### src/rtl/crab_pkg.sv
// Shared types and constants for the crab core memory-side blocks.
package crab_pkg;

   localparam int XLEN        = 32;
   localparam int ARB_RR      = 0;
   localparam int ARB_LS_PRIO = 1;

   typedef enum logic {ARB_IDLE, ARB_BUSY} arb_state_e;
   typedef enum logic {GNT_IF, GNT_LS} grant_e;

endpackage

### src/rtl/crab_rr_arbiter2.sv
// Two-way request picker: round-robin or fixed priority to req[1].
// Bit 0 is IF and bit 1 is LS when used by the memory arbiter.
module crab_rr_arbiter2 (
   input  logic       clk,
   input  logic       reset,
   input  logic [1:0] req,
   input  logic       mode,
   input  logic       advance,
   output logic [1:0] grant
);
   import crab_pkg::*;

   grant_e last_q;

   always_ff @(posedge clk) begin
      if (reset) begin
         last_q <= GNT_IF;
      end else if (advance && (grant != 2'b00)) begin
         last_q <= grant[1] ? GNT_LS : GNT_IF;
      end
   end

   // Tie goes to whichever side was not granted last, unless mode forces req[1].
   always_comb begin
      grant = 2'b00;
      case (req)
         2'b01:   grant = 2'b01;
         2'b10:   grant = 2'b10;
         2'b11:   grant = (mode || (last_q == GNT_IF)) ? 2'b10 : 2'b01;
         default: grant = 2'b00;
      endcase
   end

endmodule

### src/rtl/crab_mem_arbiter.sv
// Shares the single memory port between instruction fetch and load/store,
// one transaction at a time, with a watchdog that turns a stall into an error.
module crab_mem_arbiter #(
   parameter int XLEN           = crab_pkg::XLEN,
   parameter int ARB_MODE       = crab_pkg::ARB_RR,
   parameter int TIMEOUT_CYCLES = 64
) (
   input  logic            clk,
   input  logic            reset,
   input  logic            if_req_valid,
   output logic            if_req_ready,
   input  logic [XLEN-1:0] if_req_addr,
   output logic            if_resp_valid,
   output logic [XLEN-1:0] if_resp_rdata,
   output logic            if_resp_err,
   input  logic            ls_req_valid,
   output logic            ls_req_ready,
   input  logic            ls_req_write,
   input  logic [XLEN-1:0] ls_req_addr,
   input  logic [XLEN-1:0] ls_req_wdata,
   output logic            ls_resp_valid,
   output logic [XLEN-1:0] ls_resp_rdata,
   output logic            ls_resp_err,
   output logic            mem_addr_valid,
   output logic [XLEN-1:0] mem_addr,
   output logic            mem_data_valid,
   output logic [XLEN-1:0] mem_data,
   input  logic            mem_ready,
   input  logic [XLEN-1:0] mem_input,
   output logic            busy
);
   import crab_pkg::*;

   localparam int            CW       = (TIMEOUT_CYCLES > 0) ? $clog2(TIMEOUT_CYCLES + 1) : 1;
   localparam bit            WDOG_EN  = (TIMEOUT_CYCLES > 0);
   localparam logic [CW-1:0] CNT_LAST = CW'((TIMEOUT_CYCLES > 0) ? TIMEOUT_CYCLES - 1 : 0);

   arb_state_e      state_q, state_d;
   grant_e          gnt_q, gnt_d;
   logic [CW-1:0]   cnt_q, cnt_d;
   logic [1:0]      grant;
   logic            idle;
   logic            mav_d, mdv_d;
   logic [XLEN-1:0] maddr_d, mdata_d;
   logic            if_rv_d, if_err_d, ls_rv_d, ls_err_d;
   logic [XLEN-1:0] if_rdata_d, ls_rdata_d;
   logic            expired;
   logic            resp_err;
   logic [XLEN-1:0] resp_rdata;

   assign idle = (state_q == ARB_IDLE);
   assign busy = (state_q == ARB_BUSY);

   crab_rr_arbiter2 u_pick (
      .clk     (clk),
      .reset   (reset),
      .req     ({ls_req_valid, if_req_valid}),
      .mode    (ARB_MODE == ARB_LS_PRIO),
      .advance (idle),
      .grant   (grant)
   );

   assign if_req_ready = idle & grant[0];
   assign ls_req_ready = idle & grant[1];

   always_comb begin
      state_d    = state_q;
      gnt_d      = gnt_q;
      cnt_d      = cnt_q;
      mav_d      = mem_addr_valid;
      mdv_d      = mem_data_valid;
      maddr_d    = mem_addr;
      mdata_d    = mem_data;
      if_rv_d    = 1'b0;
      ls_rv_d    = 1'b0;
      if_rdata_d = if_resp_rdata;
      if_err_d   = if_resp_err;
      ls_rdata_d = ls_resp_rdata;
      ls_err_d   = ls_resp_err;
      expired    = 1'b0;
      resp_err   = 1'b0;
      resp_rdata = '0;

      if (state_q == ARB_IDLE) begin
         if (grant != 2'b00) begin
            state_d = ARB_BUSY;
            cnt_d   = '0;
            mav_d   = 1'b1;
            if (grant[1]) begin
               gnt_d   = GNT_LS;
               maddr_d = ls_req_addr;
               mdv_d   = ls_req_write;
               mdata_d = ls_req_wdata;
            end else begin
               gnt_d   = GNT_IF;
               maddr_d = if_req_addr;
               mdv_d   = 1'b0;
               mdata_d = '0;
            end
         end
      end else begin
         // mem_ready wins over a simultaneous watchdog expiry.
         expired = WDOG_EN && !mem_ready && (cnt_q == CNT_LAST);
         if (mem_ready || expired) begin
            state_d    = ARB_IDLE;
            mav_d      = 1'b0;
            mdv_d      = 1'b0;
            resp_err   = !mem_ready;
            resp_rdata = (mem_ready && !mem_data_valid) ? mem_input : '0;
            if (gnt_q == GNT_LS) begin
               ls_rv_d    = 1'b1;
               ls_rdata_d = resp_rdata;
               ls_err_d   = resp_err;
            end else begin
               if_rv_d    = 1'b1;
               if_rdata_d = resp_rdata;
               if_err_d   = resp_err;
            end
         end else if (WDOG_EN) begin
            cnt_d = cnt_q + CW'(1);
         end
      end
   end

   always_ff @(posedge clk) begin
      if (reset) begin
         state_q        <= ARB_IDLE;
         gnt_q          <= GNT_IF;
         cnt_q          <= '0;
         mem_addr_valid <= 1'b0;
         mem_data_valid <= 1'b0;
         mem_addr       <= '0;
         mem_data       <= '0;
         if_resp_valid  <= 1'b0;
         if_resp_rdata  <= '0;
         if_resp_err    <= 1'b0;
         ls_resp_valid  <= 1'b0;
         ls_resp_rdata  <= '0;
         ls_resp_err    <= 1'b0;
      end else begin
         state_q        <= state_d;
         gnt_q          <= gnt_d;
         cnt_q          <= cnt_d;
         mem_addr_valid <= mav_d;
         mem_data_valid <= mdv_d;
         mem_addr       <= maddr_d;
         mem_data       <= mdata_d;
         if_resp_valid  <= if_rv_d;
         if_resp_rdata  <= if_rdata_d;
         if_resp_err    <= if_err_d;
         ls_resp_valid  <= ls_rv_d;
         ls_resp_rdata  <= ls_rdata_d;
         ls_resp_err    <= ls_err_d;
      end
   end

endmodule
### config.mk
export PLATFORM = sky130hd
export DESIGN_NAME = crab_mem_arbiter
export DESIGN_NICKNAME = d
export VERILOG_FILES = /design/src/rtl/crab_pkg.sv /design/src/rtl/crab_rr_arbiter2.sv /design/src/rtl/crab_mem_arbiter.sv
export SDC_FILE = /design/constraint.sdc
export NUM_CORES = 1
export LEC_CHECK = 0
export BUFFER_PORTS_ARGS = -buffer_cell sky130_fd_sc_hd__buf_2
export CAP_MARGIN = 10
export CELL_PAD_IN_SITES_DETAIL_PLACEMENT = 2
export CELL_PAD_IN_SITES_GLOBAL_PLACEMENT = 2
export CORE_ASPECT_RATIO = 1.75
export CORE_MARGIN = 1
export CORE_UTILIZATION = 23
export DETAILED_ROUTE_END_ITERATION = 12
export GPL_TIMING_DRIVEN = 1
export PLACE_DENSITY_LB_ADDON = 0.1
export SYNTH_ARGS = -nofsm -noshare
export SYNTH_HDL_FRONTEND = slang
export SYNTH_SLANG_ARGS = --single-unit
### constraint.sdc
create_clock -name clk -period 1.51 [get_ports clk]
set_clock_uncertainty 0.15 [all_clocks]
set_input_delay 0.151 -clock clk [delete_from_list [all_inputs] [get_ports clk]]
set_output_delay 0.151 -clock clk [all_outputs]
set_load 0.01 [all_outputs]
# [Word-level counts from Yosys, hierarchy flattened]
# Index checks and enable logic that the tools add are counted.
[op_classes] shift=0 n_lt_le_gt_ge=0 add_sub_neg=1 n_mul=0 bitwise_logic=5 div_mod_pow=0 eq_ne=6 n_reduce_logical=14 n_mux=20
[ops] op="$mux 32" n=3
[ops] op="$mux 7" n=3
[ops] op="$mux 1" n=12
[ops] op="$add 7x1->7 const B" n=1
[ops] op="$eq 7x6->1 const B" n=1
[ops] op="$pmux 2 s3" n=1
[ops] op="$reduce_and 2->1" n=3
[ops] op="$reduce_and 3->1" n=2
[ops] op="$eq 2x2->1 const B" n=2
[ops] op="$reduce_bool 2->1" n=2
[ops] op="$logic_and 1x1->1" n=3
[ops] op="$not 1->1" n=3
[ops] op="$reduce_or 3->1" n=1
[ops] op="$and 1x1->1" n=2
[ops] op="$eq 2x1->1 const B" n=1
[ops] op="$logic_not 1->1" n=2
[ops] op="$mux 2" n=1
[ops] op="$ne 2x1->1 const B" n=1
[ops] op="$ne 2x2->1 const B" n=1
[ops] op="$logic_or 1x1->1" n=1
[totals] register_bits=144 out_inout_bits=137 rom_bits=0 mem_count=0 latchBits=0 wordCells=60 ram_bits=0 input_bits=134

# [Depth between registers and ports, before layout]
[logic_depth] word_depth=5 ltp_mapped=6 mapped_depth_nobuf=5

# [Modules after synthesis]
# From an unflattened synthesis, not the netlist that was laid out.
[unflattened] cells_unflattened=581 area_unflattened_um2=6045.8
[modules_own_cells] mod="crab_mem_arbiter" n_inst=1 cells_each=572 area_each_um2=5970.7 seq_area_each_um2=2862.7
[modules_own_cells] mod="crab_rr_arbiter2" n_inst=1 cells_each=9 area_each_um2=75.1 seq_area_each_um2=20.0

# [Worst setup path after synthesis]
# Ideal clock, no wire load.
[synth_path] path_kind="register to register" startpoint="reg cnt_q[0]" endpoint="reg ls_resp_rdata[0]" n_path_buf=1 setup_ps=117 period_less_slack_ps=1651 t_required_ps=1243 path_stages_with_launch=7 setup_slack_ps=-141 t_arrival_ps=1383 path_cell_list="dfxtp_1 ha_1 nand3_4 o21bai_4 a31oi_4 buf_6 a32o_1"
[synth_via] elab_chain_len=4
[synth_lines] element="start: declaration" line_no="crab_mem_arbiter.sv:40" text="logic [CW-1:0] cnt_q, cnt_d;"
[synth_lines] element="start signal: assignment" line_no="crab_mem_arbiter.sv:143" text="cnt_q <= cnt_d;"
[synth_lines] element="$eq 7x6->1" line_no="crab_mem_arbiter.sv:103" text="expired = WDOG_EN && !mem_ready && (cnt_q == CNT_LAST);"
[synth_lines] element="$logic_and 1x1->1" line_no="crab_mem_arbiter.sv:103"
[synth_lines] element="$logic_or 1x1->1" line_no="crab_mem_arbiter.sv:104" text="if (mem_ready || expired) begin"
[synth_lines] element="$reduce_and 3->1 (no line)"
[synth_lines] element="end signal: assignment" line_no="crab_mem_arbiter.sv:152" text="ls_resp_rdata <= ls_rdata_d;"
[synth_lines] element="end: declaration" line_no="crab_mem_arbiter.sv:22" text="output logic [XLEN-1:0] ls_resp_rdata,"
# Every way passes these cells.
# A chain may end at the register's enable or synchronous reset.

# [Worst setup path after layout]
[layout_path] startpoint="reg cnt_q[0]" endpoint="reg ls_resp_rdata[11]"
# The elaborated chain is that of the path after synthesis.

==> out/qor.csv <==
metric;value;unit
syn_to_final_growth;95.6;%
dieArea;0.0231;sq mm
synth_mux_area_share;0.193;%
clock_sinks;143;
startpoint_type;flip-flop;
synth.distinct_cells;45;
instances_no_fill;1230;
power.switching;2.85;mW
combPwrFrac;20.8;%
synthTopCellsByCount;dfxtp_1 (143), nor2_1 (74), a32o_1 (64);
fin_crit;1.72;ns
grt_pass1_wl;37.2;mm
placed_area;0.00706;sq mm
min_from;mem_ready;
ir_drop;0.493;mV
drive_gt1_share;50.2;%
yosys.area.top_type_share;55.3;%
ios;271;
cts.path.max_buffers;2;
vias;5985;
worstSkewPairLatency;0.42;ns
dp_cells;1036;
die_y;200;um
end_kind;flip-flop;
clockRootBuffer;clkbuf_16;
wire_per_inst;20.6;um
cap_viol_max_count;0;
hold_path.class;input port to flip-flop;
synthAdderAreaFrac;0.242;%
slew_viol_final;0;
hold_violations;0;
violations;setup timing;
gp_congestion;0.717;
syn_inst;485;
viasPerCell;4.87;
worst_slack;-0.211;ns
run_status;complete, but fails checks;
critPathKind;flip-flop to flip-flop;
p_clk_share;40.6;%
setup_viol;120;
place_hpwl;14.2;mm
yosysMostFrequentCell;dfxtp_1;
pwr_density_cell;1050;mW/mm^2
r2r_start;cnt_q[0]$_SDFFE_PP0P_;
cts_tree;built;
netlist_area;0.00517;sq mm
synth-xor-area-share;0.169;%
fin_crit_sh;114;%
internal-power;7.74;mW
core_area;0.0221;sq mm
yosysSeqAreaShare;55.3;%
track_usage;21.4;%
ctsHtreeMaxLevel;4;
relSlewSlack;64.5;%
synth_simple_gate_area_share;9.04;%
synth_edf_count;0;
synth_top_family_by_area;compound AO/OA/AOI/OAI gates;
port_buffers;270;
synthArstFlopShare;0;%
switching_share;26.9;%
start_util;23.4;%
antennaDiodeCount;0;
ff2ff_setup_slack;-0.21;ns
synth_nets;620;
worst_pin_slew;0.533;ns
first_iter_violations;215;
antenna_found_initial;1;
rr_worst_depth;7;
cts_made_buffers;17;
fp-row-count;72;
drc_errors;0;
dr.pass1.iters;4;
max_freq;0.581;GHz
wl;25.3;mm
synth-compound-area-share;29.3;%
die_w;115;um
synth_area_per_cell;10.7;sq um
critical_path_arrival;1.88;ns
holdPathEnd;mem_addr_valid$_SDFFE_PP0P_;
synthFlopType;dfxtp_1;
final_area;0.0101;sq mm
clk_pin_slew;0.06;ns
hold-path-cell-count;4;
ys_ff_latch;143;
required;1.67;ns
nNetsFinal;1056;
dp_slack;-0.365;ns
rsz0062_at_grt;yes;
rr_endpoint;ls_resp_rdata[11]$_SDFFE_PP0P_;
grt_pass1_vias;6772;
synthTopCellsByArea;dfxtp_1 (55%), a32o_1 (12%), nor2_1 (5.4%), a211oi_1 (4.9%), a22oi_1 (4.6%);
yosysWarnings;0;
yosysTopAreaCell;dfxtp_1;
pwr-share-seq;38.7;%
power.leakage;4.37;nW
cp_max_fo;16;
grt_max_degree;55;
grt_overflow_total;0;
ant_nets;0;
cells in the final DEF (no fill, tap or decap), types with 6 or more instances in the layout:
| cell | count |
|---|---|
| a211oi_1 | 8 |
| clkbuf_16 | 22 |
| a22oi_1 | 17 |
| a211oi_2 | 26 |
| o22ai_4 | 22 |
| a32o_1 | 64 |
| nor2_1 | 69 |
| o22ai_1 | 6 |
| a22oi_2 | 15 |
| buf_4 | 26 |
| dlygate4sd3_1 | 130 |
| buf_2 | 268 |
| buf_12 | 13 |
| dfxtp_1 | 139 |
| buf_6 | 22 |
worst max-delay path by stage:
stage / from / endpoint / slack, ns / cells after the start
global route: cnt_q[0]$_SDFFE_PP0P_ / ls_resp_rdata[9]$_SDFFE_PP0P_ / -0.27 / 7
global placement: cnt_q[1]$_SDFFE_PP0P_ / if_resp_rdata[8]$_SDFFE_PP0P_ / -0.32 / 5
detailed placement: cnt_q[1]$_SDFFE_PP0P_ / if_resp_rdata[19]$_SDFFE_PP0P_ / -0.37 / 5
finish: cnt_q[0]$_SDFFE_PP0P_ / ls_resp_rdata[11]$_SDFFE_PP0P_ / -0.21 / 7
CTS: u_pick.last_q$_SDFFE_PP0P_ / ls_req_ready / -0.24 / 5
floorplan: cnt_q[0]$_SDFFE_PP0P_ / cnt_q[2]$_SDFFE_PP0P_ / -0.02 / 6
metrics by stage:
stage                     utilization (%)  TNS [ns]  power (mW)  hold WS (ns)
after CTS                            44.4    -13.81        10.5        0.0195
after floorplan                         -    -0.684        4.84        0.0976
after detailed placement             32.0    -18.66        5.56         0.262
after global routing                 45.9    -21.58        11.0        0.0353
after global placement               32.0    -14.88        5.50         0.252
final                                45.9    -13.37        10.6        0.0447
cell type report:
cell class | instances | area [sq um]
Sequential cell | 143 | 2870
Clock buffer | 21 | 460
Fill cell | 2295 | 12000
Clock inverter | 11 | 139
Tap cell | 296 | 370
Multi-Input combinational cell | 288 | 2690
Timing Repair Buffer | 468 | 3580
Inverter | 3 | 11.3
critical path, cell delays in order (launching register included):
cell and delay (ns):
dfxtp_2 0.36, ha_4 0.15, nand3_4 0.09, o21bai_4 0.15, buf_6 0.14, a31oi_4 0.14
clkbuf_16 0.22, a32o_1 0.21
sequential cells by signal, summed over array words and instances (netlist names), 7 cells and up:
register,count
mem_data,32
if_resp_rdata,32
ls_resp_rdata,32
mem_addr,32
cnt_q,7
power groups by stage:
stage	sequential, mW	clock [mW]	combinational (mW)
5_1_grt	4.11	4.57	2.34
6_report	4.09	4.29	2.20
3_3_place_gp	4.15	0	1.35
2_1_floorplan	4.25	0	0.591
4_1_cts	4.08	4.43	2.03
3_5_place_dp	4.16	0	1.40
logic make-up after synthesis:
group / Yosys count
AO/OA/AOI/OAI: 183
flip-flops: 143
AND/OR/NAND/NOR: 101
buffers and inverters: 55
XOR/XNOR: 1
multiplexers: 1
adder cells (fa/ha/maj): 1
per-layer routing:
| metal | vias to the layer above | track usage, % | part of all wire [%] |
|---|---|---|---|
| met5 | - | 0 | 0.051 |
| met2 | 207 | 41.6 | 57 |
| met4 | 2 | 10.3 | 3.5 |
| met3 | 50 | 5.42 | 5.0 |
| li1 | 2754 | - | - |
| met1 | 2972 | 19.9 | 34 |
timing repair:
item | CTS | global route
buffers inserted | 19 | 9
hold buffers | 130 | 0
pin swaps | 49 | 21
gates resized for setup | 106 | 40
endpoints found under the hold margin | 131 | 0
setup endpoints to repair | 119 | 141
gates cloned | 5 | 5
(Power assumes the default switching activity.)
